[config.mk]
export PLATFORM = sky130hd
export DESIGN_NAME = isquare32
export DESIGN_NICKNAME = d
export VERILOG_FILES = /design/src/rtl/isquare32.sv
export SDC_FILE = /design/constraint.sdc
export NUM_CORES = 1
export LEC_CHECK = 0
export BUFFER_PORTS_ARGS = -buffer_cell sky130_fd_sc_hd__buf_2
export CAP_MARGIN = 20
export CORE_MARGIN = 4
export CORE_UTILIZATION = 54
export DETAILED_ROUTE_END_ITERATION = 8
export HOLD_SLACK_MARGIN = 0.15
export PLACE_DENSITY = 0.77
export SLEW_MARGIN = 40
export SYNTH_ARGS = -nofsm -noshare
export SYNTH_HDL_FRONTEND = slang
export SYNTH_SLANG_ARGS = --single-unit
[constraint.sdc]
create_clock -name clk -period 2.83 [get_ports clk]
set_clock_uncertainty 0.2 [all_clocks]
set_input_delay 0.1415 -clock clk [delete_from_list [all_inputs] [get_ports clk]]
set_output_delay 0.1415 -clock clk [all_outputs]
set_load 0.01 [all_outputs]
[src/rtl/isquare32.sv]
// Sequential shift-and-add squarer: x = y*y after exactly WIDTH clocks.
// A synchronous reset edge loads the operand; rdy qualifies x.
module isquare32 #(
    parameter int unsigned WIDTH = 16
) (
    input  logic                 clk,
    input  logic                 reset,
    input  logic [WIDTH-1:0]     y,
    output logic [2*WIDTH-1:0]   x,
    output logic                 rdy
);

    localparam int unsigned XW    = 2 * WIDTH;
    localparam int unsigned CNT_W = $clog2(WIDTH) + 1;

    typedef enum logic {
        RUN  = 1'b0,
        DONE = 1'b1
    } state_t;

    state_t             state_q, state_d;
    logic [XW-1:0]      m_q, m_d;
    logic [WIDTH-1:0]   q_q, q_d;
    logic [XW-1:0]      acc_q, acc_d;
    logic [CNT_W-1:0]   cnt_q, cnt_d;
    logic               rdy_q, rdy_d;

    // Reset reloads the operand and restarts regardless of current state.
    always_ff @(posedge clk) begin
        if (reset) begin
            state_q <= RUN;
            m_q     <= XW'(y);
            q_q     <= y;
            acc_q   <= '0;
            cnt_q   <= '0;
            rdy_q   <= 1'b0;
        end else begin
            state_q <= state_d;
            m_q     <= m_d;
            q_q     <= q_d;
            acc_q   <= acc_d;
            cnt_q   <= cnt_d;
            rdy_q   <= rdy_d;
        end
    end

    // One partial product per clock; latency is data-independent.
    always_comb begin
        state_d = state_q;
        m_d     = m_q;
        q_d     = q_q;
        acc_d   = acc_q;
        cnt_d   = cnt_q;
        rdy_d   = rdy_q;
        case (state_q)
            RUN: begin
                if (q_q[0]) begin
                    acc_d = acc_q + m_q;
                end
                m_d   = m_q << 1;
                q_d   = q_q >> 1;
                cnt_d = cnt_q + CNT_W'(1);
                if (cnt_q == CNT_W'(WIDTH - 1)) begin
                    state_d = DONE;
                    rdy_d   = 1'b1;
                end
            end
            DONE: begin
                state_d = DONE;
            end
            default: begin
                state_d = DONE;
            end
        endcase
    end

    assign x   = acc_q;
    assign rdy = rdy_q;

endmodule

==> metrics.csv <==
metric,value,unit
outcome,finished with violations,
failing checks,setup timing,
"antenna viol nets, final",0,
critical path data arrival time,3050,ps
layout cells sized above 1,0.190,
largest net degree at the start of global routing,101,
power per cell area,499,nW/um^2
Post-Syn Area,4920,um^2
worst hold slack,201,ps
Yosys top cell area share,0.224,
Max IR drop VDD,0.301,mV
DP Wirelength,7990,um
Worst Hold Class,primary input to flop,
syn_nets,612,
PortBufs,50,
startpoint types,flop,
via/cell ratio,5.73,
die area,10700,um^2
post-synthesis sequential area ratio,0.419,
WL final,11300,um
GPL Wtd Cong,0.912,
Initial Util,0.559,
"commonest non-fill, non-tap cell in the layout",nand2_1,
crit-path cells,ha_2 -> fa_2 -> a21o_1 -> a221oi_2 -> or4_1 -> or4b_4 -> and2_4 -> a221oi_2 -> xor2_1 -> o21ai_1,
DR WL/cell,15.0,um
DR pass1 iterations,5,
design area,5900,um^2
Rel. slew slack,0.495,
highest-count cells in the layout ignoring fill and taps,"76 x nand2_1, 55 x dfxtp_1, 50 x buf_2, 45 x a21oi_1, 39 x o21ai_0",
TritonCTS clock tree,done,
buffer levels on the longest clock path,2,
Slew Limit Fails,0,
post-synthesis cell type count,53,
Area contributors post-synth,"dfxtp_1 22%, edfxtp_1 20%, ha_1 8.4%, nand2_1 5.8%, a21oi_1 4.8%",
Critical Path RT,2890,ps
Final min period,2990,ps
Die Y-Extent,103,um
Multi-input gate area,2680,um^2
"FF+latch count, synth",87,
Die W,103,um
CTS HTree Levels,3,
fmax,0.334,GHz
GR Overflow Total,0,
Worst-Margin Slew,758,ps
RSZ-0062 raised after global routing,yes,
fin nets,693,
Clock Sinks,87,
Crit-path slowest cell,or4b_4,
max-cap violations,0,
DRC violations left,0,
vias in the first global route,4100,
cts bufs inserted,9,
clk root buf,clkbuf_8,
aggregate global-route resource usage,0.220,
CP max stage delay,470,ps
site row count,34,
mean post-synth cell area,8.79,um^2
crit end category,flop,
Core ar.,8810,um^2
number of enable flip-flop cells after synthesis,32,
Worst-path clk slew,90,ps
Final Hold Viols,0,
Ys Warns,0,
final setup violating endpoints,5,
n_diodes,0,
Area after DPL,5420,um^2
cell taking the most area after synthesis,dfxtp_1,
first-pass GRT wire length,18900,um
later-pin clock latency in the skew report,360,ps
First DRT Iteration DRCs,242,
Gate Count Post-Synth,560,
initial antenna violation count,0,
Leak,2.74,nW
period utilization,1.06,
predominant post-synthesis flop cell,dfxtp_1,
Worst Setup Path Type,flop to flop,
Vias,4318,
asr flop ratio synth,0,
"Top cell by count, worst path",a221oi_2,
# IOs,51,
FF/Latch Area,2060,um^2
synthesis-to-finish area growth,19.8,%
pre-CTS setup slack,-130,ps
setup ws final,-160,ps
Critical Path Fanout Max,2,
number of fill cells in the layout,694,
metal layers:
layer | part of all wire | up-vias | track usage
met2 | 0.48 | 113 | 0.360
met4 | 0.014 | 0 | 0.0588
met5 | 0 | - | 0
met1 | 0.46 | 2054 | 0.296
met3 | 0.052 | 14 | 0.0490
li1 | - | 2137 | -
sequential cells by signal, summed over array words and instances, names as in the netlist:
| signal | flops |
|---|---|
| q_q | 16 |
| m_q | 32 |
| state_q | 1 |
| rdy | 1 |
| x | 32 |
| cnt_q | 5 |
synthesized netlist by cell type (all sizes together), types with 3 or more instances:
| cell | instances |
|---|---|
| o21a | 4 |
| ha | 33 |
| nand4 | 11 |
| a221oi | 4 |
| and2 | 5 |
| mux2i | 19 |
| o21bai | 3 |
| o21ai | 47 |
| xor2 | 8 |
| clkbuf | 27 |
| and4 | 4 |
| a31oi | 9 |
| a21oi | 47 |
| a21o | 23 |
| nand3 | 10 |
| dfxtp | 55 |
| nand2b | 4 |
| and3 | 4 |
| buf | 6 |
| inv | 36 |
| xnor2 | 19 |
| nand2 | 76 |
| edfxtp | 32 |
| nor3 | 7 |
| nor2 | 36 |
layout make-up:
class | instances | area share
Tap cell | 108 | 0.0229
Timing Repair Buffer | 103 | 0.118
Clock inverter | 5 | 0.00933
Clock buffer | 11 | 0.0229
Sequential cell | 87 | 0.350
Multi-Input combinational cell | 404 | 0.455
Inverter | 36 | 0.0229
power by group:
| part | switching (mW) | internal, mW |
|---|---|---|
| clock | 0.462 | 0.420 |
| sequential | 0.0537 | 1.38 |
| combinational | 0.346 | 0.284 |
| total | 0.862 | 2.08 |
per-stage QoR:
| stage | util | setup TNS (ps) | std cells | total power, mW |
|---|---|---|---|---|
| after floorplan | - | -76.1 | 560 | 1.85 |
| after global placement | 0.615 | -104 | 715 | 2.03 |
| after global routing | 0.670 | -1370 | 754 | 3.09 |
| final | 0.670 | -641 | 754 | 2.95 |
| after detailed placement | 0.615 | -358 | 715 | 2.04 |
| after CTS | 0.661 | -447 | 751 | 2.93 |
critical path: cells and delay by family, from the launching register on:
kind,cells,cell delay [ps]
simple gates,3,790
compound gates,4,770
fa+ha+maj,2,550
flops,1,420
xor+xnor,1,160
timing repair:
| item | 4_1_cts | 5_1_grt |
|---|---|---|
| gates cloned | 0 | 0 |
| gates resized for setup | 8 | 15 |
| setup buffers | 4 | 3 |
| pin swaps | 7 | 7 |
| hold buffers | 16 | 0 |
| endpoints found under the hold margin | 32 | 0 |
| setup endpoints to repair | 7 | 13 |
path summary, 6_finish.rpt:
check	from	to	slack, ps	cells after the start
max	m_q[0]	x[26]	-160	10
min	reset	m_q[31]	200	3
max reg2reg	m_q[0]	x[26]	-160	10
min reg2reg	x[16]	x[16]	270	2
cells by family after synthesis:
group	Yosys count	share of synthesized area
and+or+nand+nor	169	0.160
adders and majority gates	34	0.0879
buffers and inverters	69	0.0531
DFF	87	0.419
xor gates and xnor gates	27	0.0480
muxes	19	0.0386
AOI/OAI and AO/OA	155	0.194
(Power assumes the default switching activity.)
